**config.mk**
```make
export PLATFORM = sky130hd
export DESIGN_NAME = nonce_result_scanner
export DESIGN_NICKNAME = d
export VERILOG_FILES = /design/src/rtl/nonce_result_scanner.sv
export SDC_FILE = /design/constraint.sdc
export NUM_CORES = 1
export LEC_CHECK = 0
export ABC_AREA = 1
export BUFFER_PORTS_ARGS = -buffer_cell sky130_fd_sc_hd__buf_2
export CORE_MARGIN = 3
export CORE_UTILIZATION = 56
export CTS_CLUSTER_DIAMETER = 100
export DETAILED_ROUTE_END_ITERATION = 10
export PLACE_DENSITY_LB_ADDON = 0.15
export SLEW_MARGIN = 20
export SYNTH_ARGS = -nofsm -noshare
export SYNTH_HDL_FRONTEND = slang
export SYNTH_SLANG_ARGS = --single-unit
```
**constraint.sdc**
```tcl
create_clock -name clk -period 2.3 [get_ports clk]
set_input_delay 0.345 -clock clk [delete_from_list [all_inputs] [get_ports clk]]
set_output_delay 0.345 -clock clk [all_outputs]
set_load 0.05 [all_outputs]
```
**src/rtl/nonce_result_scanner.sv**
```systemverilog
// rtl/nonce_result_scanner.sv - minimum-hash and target scan over nonce results
//
// Purpose: reads NUM_NONCES consecutive 32-bit hash words starting at
// output_addr, tracks the smallest hash (lowest index wins ties) and whether
// any hash is strictly below target, then writes a two-word summary
// {best_hash} and {found, 25'b0, best_nonce} to result_addr / result_addr+1
// and pulses done for one cycle.
//
// Ports:
//   clk, reset_n       clock, asynchronous active-low reset
//   start              begin a scan (sampled only when idle)
//   output_addr        base address of the hash words (latched at start)
//   result_addr        base address of the summary (latched at start)
//   target             difficulty target, unsigned (latched at start)
//   done               one-cycle completion pulse
//   found              some hash < target (valid from done onward)
//   best_nonce         index of the minimum hash
//   best_hash          minimum hash value
//   mem_clk            memory clock (same as clk)
//   mem_we             memory write enable
//   mem_addr           memory address
//   mem_write_data     memory write data
//   mem_read_data      memory read data, valid the cycle after the address

module nonce_result_scanner #(
  parameter int NUM_NONCES = 16
) (
  input  logic        clk,
  input  logic        reset_n,
  input  logic        start,
  input  logic [15:0] output_addr,
  input  logic [15:0] result_addr,
  input  logic [31:0] target,
  output logic        done,
  output logic        found,
  output logic [5:0]  best_nonce,
  output logic [31:0] best_hash,
  output logic        mem_clk,
  output logic        mem_we,
  output logic [15:0] mem_addr,
  output logic [31:0] mem_write_data,
  input  logic [31:0] mem_read_data
);

  localparam logic [5:0] LAST = 6'(NUM_NONCES - 1);

  typedef enum logic [2:0] {
    S_IDLE, S_SCAN, S_DRAIN, S_WR_HASH, S_WR_FLAGS, S_DONE
  } state_t;

  state_t      state_q;
  logic [5:0]  issue_q;
  logic [5:0]  recv_q;
  logic [15:0] result_addr_q;
  logic [31:0] target_q;
  logic [31:0] best_q;
  logic [5:0]  best_idx_q;
  logic        found_int_q;

  logic        done_q;
  logic        found_q;
  logic [5:0]  best_nonce_q;
  logic [31:0] best_hash_q;
  logic        mem_we_q;
  logic [15:0] mem_addr_q;
  logic [31:0] mem_write_data_q;

  logic        cap_en;
  logic [31:0] best_d;
  logic [5:0]  best_idx_d;
  logic        found_int_d;

  // Read data lags the address by one cycle: the first SCAN cycle has nothing
  // to capture, and DRAIN picks up the last word.
  always_comb begin
    cap_en      = ((state_q == S_SCAN) && (issue_q != 6'd0)) || (state_q == S_DRAIN);
    best_d      = best_q;
    best_idx_d  = best_idx_q;
    found_int_d = found_int_q;
    if (cap_en) begin
      if (mem_read_data < best_q) begin
        best_d     = mem_read_data;
        best_idx_d = recv_q;
      end
      if (mem_read_data < target_q) begin
        found_int_d = 1'b1;
      end
    end
  end

  always_ff @(posedge clk or negedge reset_n) begin
    if (!reset_n) begin
      state_q          <= S_IDLE;
      issue_q          <= 6'd0;
      recv_q           <= 6'd0;
      result_addr_q    <= 16'd0;
      target_q         <= 32'd0;
      best_q           <= 32'd0;
      best_idx_q       <= 6'd0;
      found_int_q      <= 1'b0;
      done_q           <= 1'b0;
      found_q          <= 1'b0;
      best_nonce_q     <= 6'd0;
      best_hash_q      <= 32'd0;
      mem_we_q         <= 1'b0;
      mem_addr_q       <= 16'd0;
      mem_write_data_q <= 32'd0;
    end else begin
      case (state_q)
        S_IDLE: begin
          if (start) begin
            result_addr_q <= result_addr;
            target_q      <= target;
            best_q        <= 32'hFFFF_FFFF;
            best_idx_q    <= 6'd0;
            found_int_q   <= 1'b0;
            issue_q       <= 6'd0;
            recv_q        <= 6'd0;
            mem_addr_q    <= output_addr;
            state_q       <= S_SCAN;
          end
        end
        S_SCAN: begin
          best_q      <= best_d;
          best_idx_q  <= best_idx_d;
          found_int_q <= found_int_d;
          if (cap_en) begin
            recv_q <= recv_q + 6'd1;
          end
          if (issue_q == LAST) begin
            state_q <= S_DRAIN;
          end else begin
            issue_q    <= issue_q + 6'd1;
            mem_addr_q <= mem_addr_q + 16'd1;
          end
        end
        S_DRAIN: begin
          best_q           <= best_d;
          best_idx_q       <= best_idx_d;
          found_int_q      <= found_int_d;
          // Final word folds straight into the write data for the next cycle.
          mem_we_q         <= 1'b1;
          mem_addr_q       <= result_addr_q;
          mem_write_data_q <= best_d;
          state_q          <= S_WR_HASH;
        end
        S_WR_HASH: begin
          mem_addr_q       <= result_addr_q + 16'd1;
          mem_write_data_q <= {found_int_q, 25'b0, best_idx_q};
          state_q          <= S_WR_FLAGS;
        end
        S_WR_FLAGS: begin
          mem_we_q     <= 1'b0;
          done_q       <= 1'b1;
          found_q      <= found_int_q;
          best_nonce_q <= best_idx_q;
          best_hash_q  <= best_q;
          state_q      <= S_DONE;
        end
        S_DONE: begin
          done_q  <= 1'b0;
          state_q <= S_IDLE;
        end
        default: state_q <= S_IDLE;
      endcase
    end
  end

  assign mem_clk        = clk;
  assign done           = done_q;
  assign found          = found_q;
  assign best_nonce     = best_nonce_q;
  assign best_hash      = best_hash_q;
  assign mem_we         = mem_we_q;
  assign mem_addr       = mem_addr_q;
  assign mem_write_data = mem_write_data_q;

endmodule

```
==> flow_summary.ini, run 1 <==
[worst_setup_path]
setup.worst_path.start = best_q[5]
worst_path_dominant_cell_family = simple AND/OR/NAND/NOR gates
rr_endpoint = best_idx_q[3]
critPathMaxFanout = 23
r2r_cells = 13
critPathCaptureType = register
crit_path_max_incr_delay_ps = 390
ff2ff_setup_slack_ps = 170
path_class = reg -> reg
crit_slowest_cell = dfrtp_1
r2r-start = best_q[5]
cp_num_buf_inv = 2
path_cells = inv_2 > ha_1 > a21oi_1 > nor2_1 > nor3_2 > nand2_1 > nand2_1 > nand2_1 > nand2_2 > nand2_2 > buf_12 > nand2_1 > o22ai_1
critPathRequiredTime_ps = 2710
crit_path_start_kind = register
arrival_ps = 2550
cpMostUsedCell = nand2_1

[status]
status = finished, final reports clean

[final_layout]
diodes = 0
drive_gt1_share_pct = 17.73
nets = 1697
post-route-util_pct = 69.02
area_delta_synth_final_pct = 20.59

[clock_tree]
cts_tree = yes
clk-insertion-delay-late_ps = 550
clk_pin_slew_ps = 70
cts_setup_buffers = 0

[global_routing]
grt_pass1_wl_um = 44520
grt_use_total_pct = 27.60
grt_pass1_vias = 9221
grt_overflow_total = 0
grt_max_degree = 92
antenna_found_initial = 0

[synthesis]
synth_edf_count = 0
synth_top_area_cell = dfrtp_1
seq_area_frac_synth_pct = 46.33
ys_types = 34
syn-num-nets = 1502
mappedNetlistArea_mm2 = 0.01032
synthArstFlopShare_pct = 100.0
synth.area.top_cells = dfrtp_1 46%, nand2_1 15%, ha_1 8.0%
postSynthAreaPerCell_um2 = 7.716
synth_ff_type = dfrtp_1
synth_seq_cells = 191
syn_inst = 1337
yosysTopAreaCellShare_pct = 46.33
synth_warnings = 0

[timing]
hold_violations = 0
rsz0062_at_grt = false
tightest_slew_ps = 632.0
period_share_pct = 92.72
max_freq_mhz = 468.9
relSlewSlack_pct = 57.86
skew_ps = 13.45
finalSetupTns_ps = 0
min_period_ps = 2132
drv_slew = 0
setup_viol = 0

[floorplan]
ios = 189
dieWidth_um = 141.7
start_util_pct = 57.23
die_y_um = 141.7
fp.coreArea_mm2 = 0.01802
num_rows = 49
die_area_mm2 = 0.02009

[routing]
num_vias = 9469
vias_per_cell = 5.338
drtIter0Drc = 605
drt-total-wl_um = 26950
final_antenna_net_count = 0
wl_per_cell_um = 15.19
first_pass_iters = 5
route.detailed.drc = 0

[pwr]
sw_frac_of_total_pct = 50.24
power_mw = 20.47
p_switching_mw = 10.28
p_clk_share_pct = 16.5
p_leak_nw = 6.886
power_frac_comb_pct = 55.6
vdd_drop_max_mv = 1.051
p_per_area_mw_per_mm2 = 1645
p_int_mw = 10.19
power.share.sequential_pct = 27.9

[run]
cap_violations = 0

[worst_hold_path]
hold_path_end = target_q[24]
min_path_type = in -> reg
hold_start = target[24]
hold_depth = 3

[place]
numPortBuffers = 188
place.gp.congestion = 0.8934
dpl.hpwl_um = 18690
## how the worst max path moves through the flow
stage | to | slack [ps] | cells past startpoint
2_1_floorplan | best_q[18] | 370 | 16
3_3_place_gp | mem_write_data[4] | 40 | 15
3_5_place_dp | best_idx_q[3] | 2 | 13
4_1_cts | best_idx_q[3] | 30 | 13
5_1_grt | mem_addr[10] | 4 | 12
6_report | best_idx_q[3] | 170 | 13
## worst reg2reg max path: stages, from the launching register on
cell	delay (ps)
dfrtp_1	390
inv_2	80
ha_1	240
a21oi_1	170
nor2_1	70
nor3_2	120
nand2_1	120
nand2_1	80
nand2_1	80
nand2_2	100
nand2_2	90
buf_12	180
nand2_1	180
o22ai_1	110
## area by class of cell
class / count / area (µm²)
fill: 1524 / 5584
tap: 229 / 286.5
clock inverter: 11 / 130.1
clock buffer: 25 / 560.5
sequential: 191 / 4780
multi-input combinational: 904 / 4612
inverter: 184 / 690.7
timing repair buffer: 230 / 1381
## routing by layer
layer / global-route usage, % / up-vias / share of wire (%) / wire length, µm
met1: 37.73 / 4420 / 44 / 11970
met4: 8.535 / 0 / 2.0 / 527
met3: 5.494 / 37 / 6.9 / 1864
met2: 44.71 / 322 / 47 / 12580
li1: - / 4690 / - / -
met5: 0 / - / 0 / 0
## cell usage in the layout, fill, tap and decap left out, types with 3 or more instances in the layout
cell	Yosys	routed
a21oi_1	47	47
a221oi_1	14	14
a22oi_1	9	9
buf_12	0	6
buf_2	11	187
buf_4	2	22
clkbuf_16	0	20
clkbuf_8	0	5
clkinv_4	0	5
dfrtp_1	191	191
dlygate4sd3_1	0	14
ha_1	66	66
inv_1	179	176
inv_2	5	8
nand2_1	421	419
nand2_2	2	4
nand3_1	118	118
nand3b_1	3	3
nand4_1	6	6
nor2_1	52	51
nor2_4	3	3
nor3_1	10	9
nor3b_1	3	3
o21ai_0	112	112
o21ai_1	18	16
o22ai_1	7	7
## cells by family after synthesis
kind of cell,Yosys count,share of synthesized area [%]
mux,1,0.09703
fa+ha+maj,66,8.005
buf+inv,242,9.157
xor+xnor,1,0.08492
compound gates,214,11.34
simple gates,622,24.99
flops,191,46.33
## stage by stage
stage | hold WS, ps | instance area, µm² | instances | setup WS, ps
finish | 6.961 | 12440 | 1774 | 167.5
global placement | 383.9 | 11590 | 1725 | 44.61
detailed placement | 380.0 | 11590 | 1725 | 1.729
global route | 6.165 | 12440 | 1774 | 3.526
floorplan | 49.41 | 10320 | 1337 | 374.2
CTS | 0.6957 | 12420 | 1774 | 32.70
## synth_stat cells, types with 5 or more instances
library cell,instances
clkbuf_1,35
a21oi_1,47
o22ai_1,7
o21ai_1,18
inv_1,179
a221oi_1,14
nor3_1,10
o21ai_0,112
buf_2,11
ha_1,66
buf_1,8
nand4_1,6
nor2_1,52
inv_2,5
a22oi_1,9
nand2_1,421
dfrtp_1,191
nand3_1,118
## flip-flops by register name, summed over array words and instances (netlist names), 3 cells and up
signal          flops
state_q             3
best_idx_q          6
best_hash          32
mem_write_data     32
recv_q              6
issue_q             6
mem_addr           16
target_q           32
result_addr_q      16
best_nonce          6
best_q             32
## what timing repair did
item	CTS	global route
hold buffers	14	0
endpoints found under the setup margin	0	75
gates resized for setup	0	8
hold endpoints to repair	73	0
## power groups by stage
stage | logic (mW) | clock network [mW] | registers (mW)
2_1_floorplan | 5.96 | 0.0937 | 8.04
3_3_place_gp | 11.0 | 0.0829 | 5.72
3_5_place_dp | 11.3 | 0.0829 | 5.73
4_1_cts | 11.4 | 3.44 | 5.70
5_1_grt | 12.7 | 3.60 | 5.87
6_report | 11.4 | 3.38 | 5.71
Power figures use the tool's default switching activity.
==> run 2: changes to the inputs <==
Settings changed: PLACE_DENSITY set to 0.8, PLACE_DENSITY_LB_ADDON 0.15 to unset.
==> flow_summary.ini, run 2 (synthesis gave the netlist of run 1 again) <==
[timing]
relSlewSlack_pct = 57.17
setup_ws_ps = 206.4
period_share_pct = 91.03
drv_slew = 0
setup_viol = 0
tightest_slew_ps = 642.4
max_freq_mhz = 477.6
holdWs_ps = 14.58
min_period_ps = 2094
hold_violations = 0
skew_ps = 10.52

[global_routing]
busiest_layer = met2
grt_pass1_vias = 9261
grt_pass1_wl_um = 45060
grt_max_degree = 92
grt_use_total_pct = 27.88
grt_util_met3_pct = 5.696
antenna_found_initial = 0
grt_overflow_total = 0
gr-usage-met1_pct = 37.32
use_met2_pct = 45.41

[routing]
vias_per_cell = 5.341
final_antenna_net_count = 0
first_pass_iters = 5
wl_per_cell_um = 15.35
drtIter0Drc = 628
num_vias = 9534
drt-total-wl_um = 27400
route.detailed.drc = 0

[floorplan]
die_area_mm2 = 0.02009
ios = 189
fp.coreArea_mm2 = 0.01802
dieWidth_um = 141.7
num_rows = 49
start_util_pct = 57.23
die_y_um = 141.7

[place]
pre_cts_ws_ps = 53.06
dpl.hpwl_um = 18630
dp_cells = 1719
place.gp.congestion = 0.9285
numPortBuffers = 188

[clock_tree]
clk_pin_slew_ps = 70
clk-insertion-delay-late_ps = 550
cts_setup_buffers = 0
cts_tree = yes

[final_layout]
final_cell_mix = 418 x nand2_1, 191 x dfrtp_1, 187 x buf_2
diodes = 0
final_common_cell = nand2_1
layout.cells.non_filler = 1785
area_delta_synth_final_pct = 21.95
nets = 1708
drive_gt1_share_pct = 17.48

[worst_setup_path]
path_class = reg -> reg
critPathCaptureType = register
ff2ff_setup_slack_ps = 210
crit_path_start_kind = register
r2r-start = best_q[5]
path_cells = inv_1 > ha_1 > a21oi_1 > nor2_1 > nor3_1 > nand2_1 > nand2_1 > nand2_1 > nand2_2 > nand2_4 > buf_6 > nand2_1 > nand2_1 > nand2_1 > nand2_1
r2r_cells = 15
worst_path_dominant_cell_family = simple AND/OR/NAND/NOR gates
cp_num_buf_inv = 2
crit_slowest_cell = dfrtp_1
critPathRequiredTime_ps = 2730
cpMostUsedCell = nand2_1
rr_endpoint = mem_write_data[23]
crit_path_max_incr_delay_ps = 390
arrival_ps = 2530
critPathMaxFanout = 11

[worst_hold_path]
hold_path_end = target_q[21]
hold_depth = 3
hold_start = target[21]
min_path_type = in -> reg

[pwr]
p_per_area_mw_per_mm2 = 1624
power_mw = 20.43
p_leak_nw = 6.918
vdd_drop_max_mv = 0.9089

[status]
status = finished, final reports clean

[run]
cap_violations = 0
-- run 2: per-stage QoR --
| step | setup TNS [ps] | instance area, µm² | utilization, % |
|---|---|---|---|
| 2_1_floorplan | 0 | 10320 | - |
| 3_3_place_gp | 0 | 11560 | 64.13 |
| 3_5_place_dp | 0 | 11560 | 64.13 |
| 4_1_cts | 0 | 12510 | 69.41 |
| 5_1_grt | -12.50 | 12580 | 69.80 |
| 6_report | 0 | 12580 | 69.80 |
-- run 2: how the worst max path moves through the flow --
stage,startpoint,endpoint,slack (ps),depth (start not counted)
floorplan,best_q[5],best_q[18],370,16
global placement,mem_read_data[15],best_idx_q[0],60,13
detailed placement,mem_read_data[31],mem_write_data[23],50,13
CTS,best_q[15],mem_write_data[23],100,15
global route,best_q[5],mem_write_data[4],-6,14
finish,best_q[5],mem_write_data[23],210,15
-- run 2: final cells by class --
cell class                      count  area [µm²]
Clock buffer                       21       505.5
Clock inverter                     15       151.4
Fill cell                        1459        5444
Inverter                          184       690.7
Multi-Input combinational cell    904        4629
Sequential cell                   191        4780
Tap cell                          229       286.5
Timing Repair Buffer              241        1538
-- run 2: routing by layer --
metal | up-vias | routed length, µm
met2 | 315 | 13050
met1 | 4460 | 12160
li1 | 4714 | -
met4 | 0 | 547
met3 | 45 | 1639
met5 | - | 0
-- run 2: worst register-to-register path: stages (launching register included) --
cell and delay (ps):
dfrtp_1 390, inv_1 100, ha_1 250, a21oi_1 150, nor2_1 50, nor3_1 130
nand2_1 90, nand2_1 80, nand2_1 80, nand2_2 130, nand2_4 90, buf_6 160
nand2_1 90, nand2_1 60, nand2_1 70, nand2_1 70
-- run 2: power by group --
group | total [mW] | internal (mW) | switching [mW]
sequential | 5.70 | 4.89 | 0.807
clock | 3.28 | 1.76 | 1.51
combinational | 11.5 | 3.36 | 8.09
-- run 2: timing repair --
action                     in CTS  in global routing
setup endpoints to repair       0                 76
hold buffers                   30                  0
resized for setup               0                 13
hold endpoints to repair       76                  0
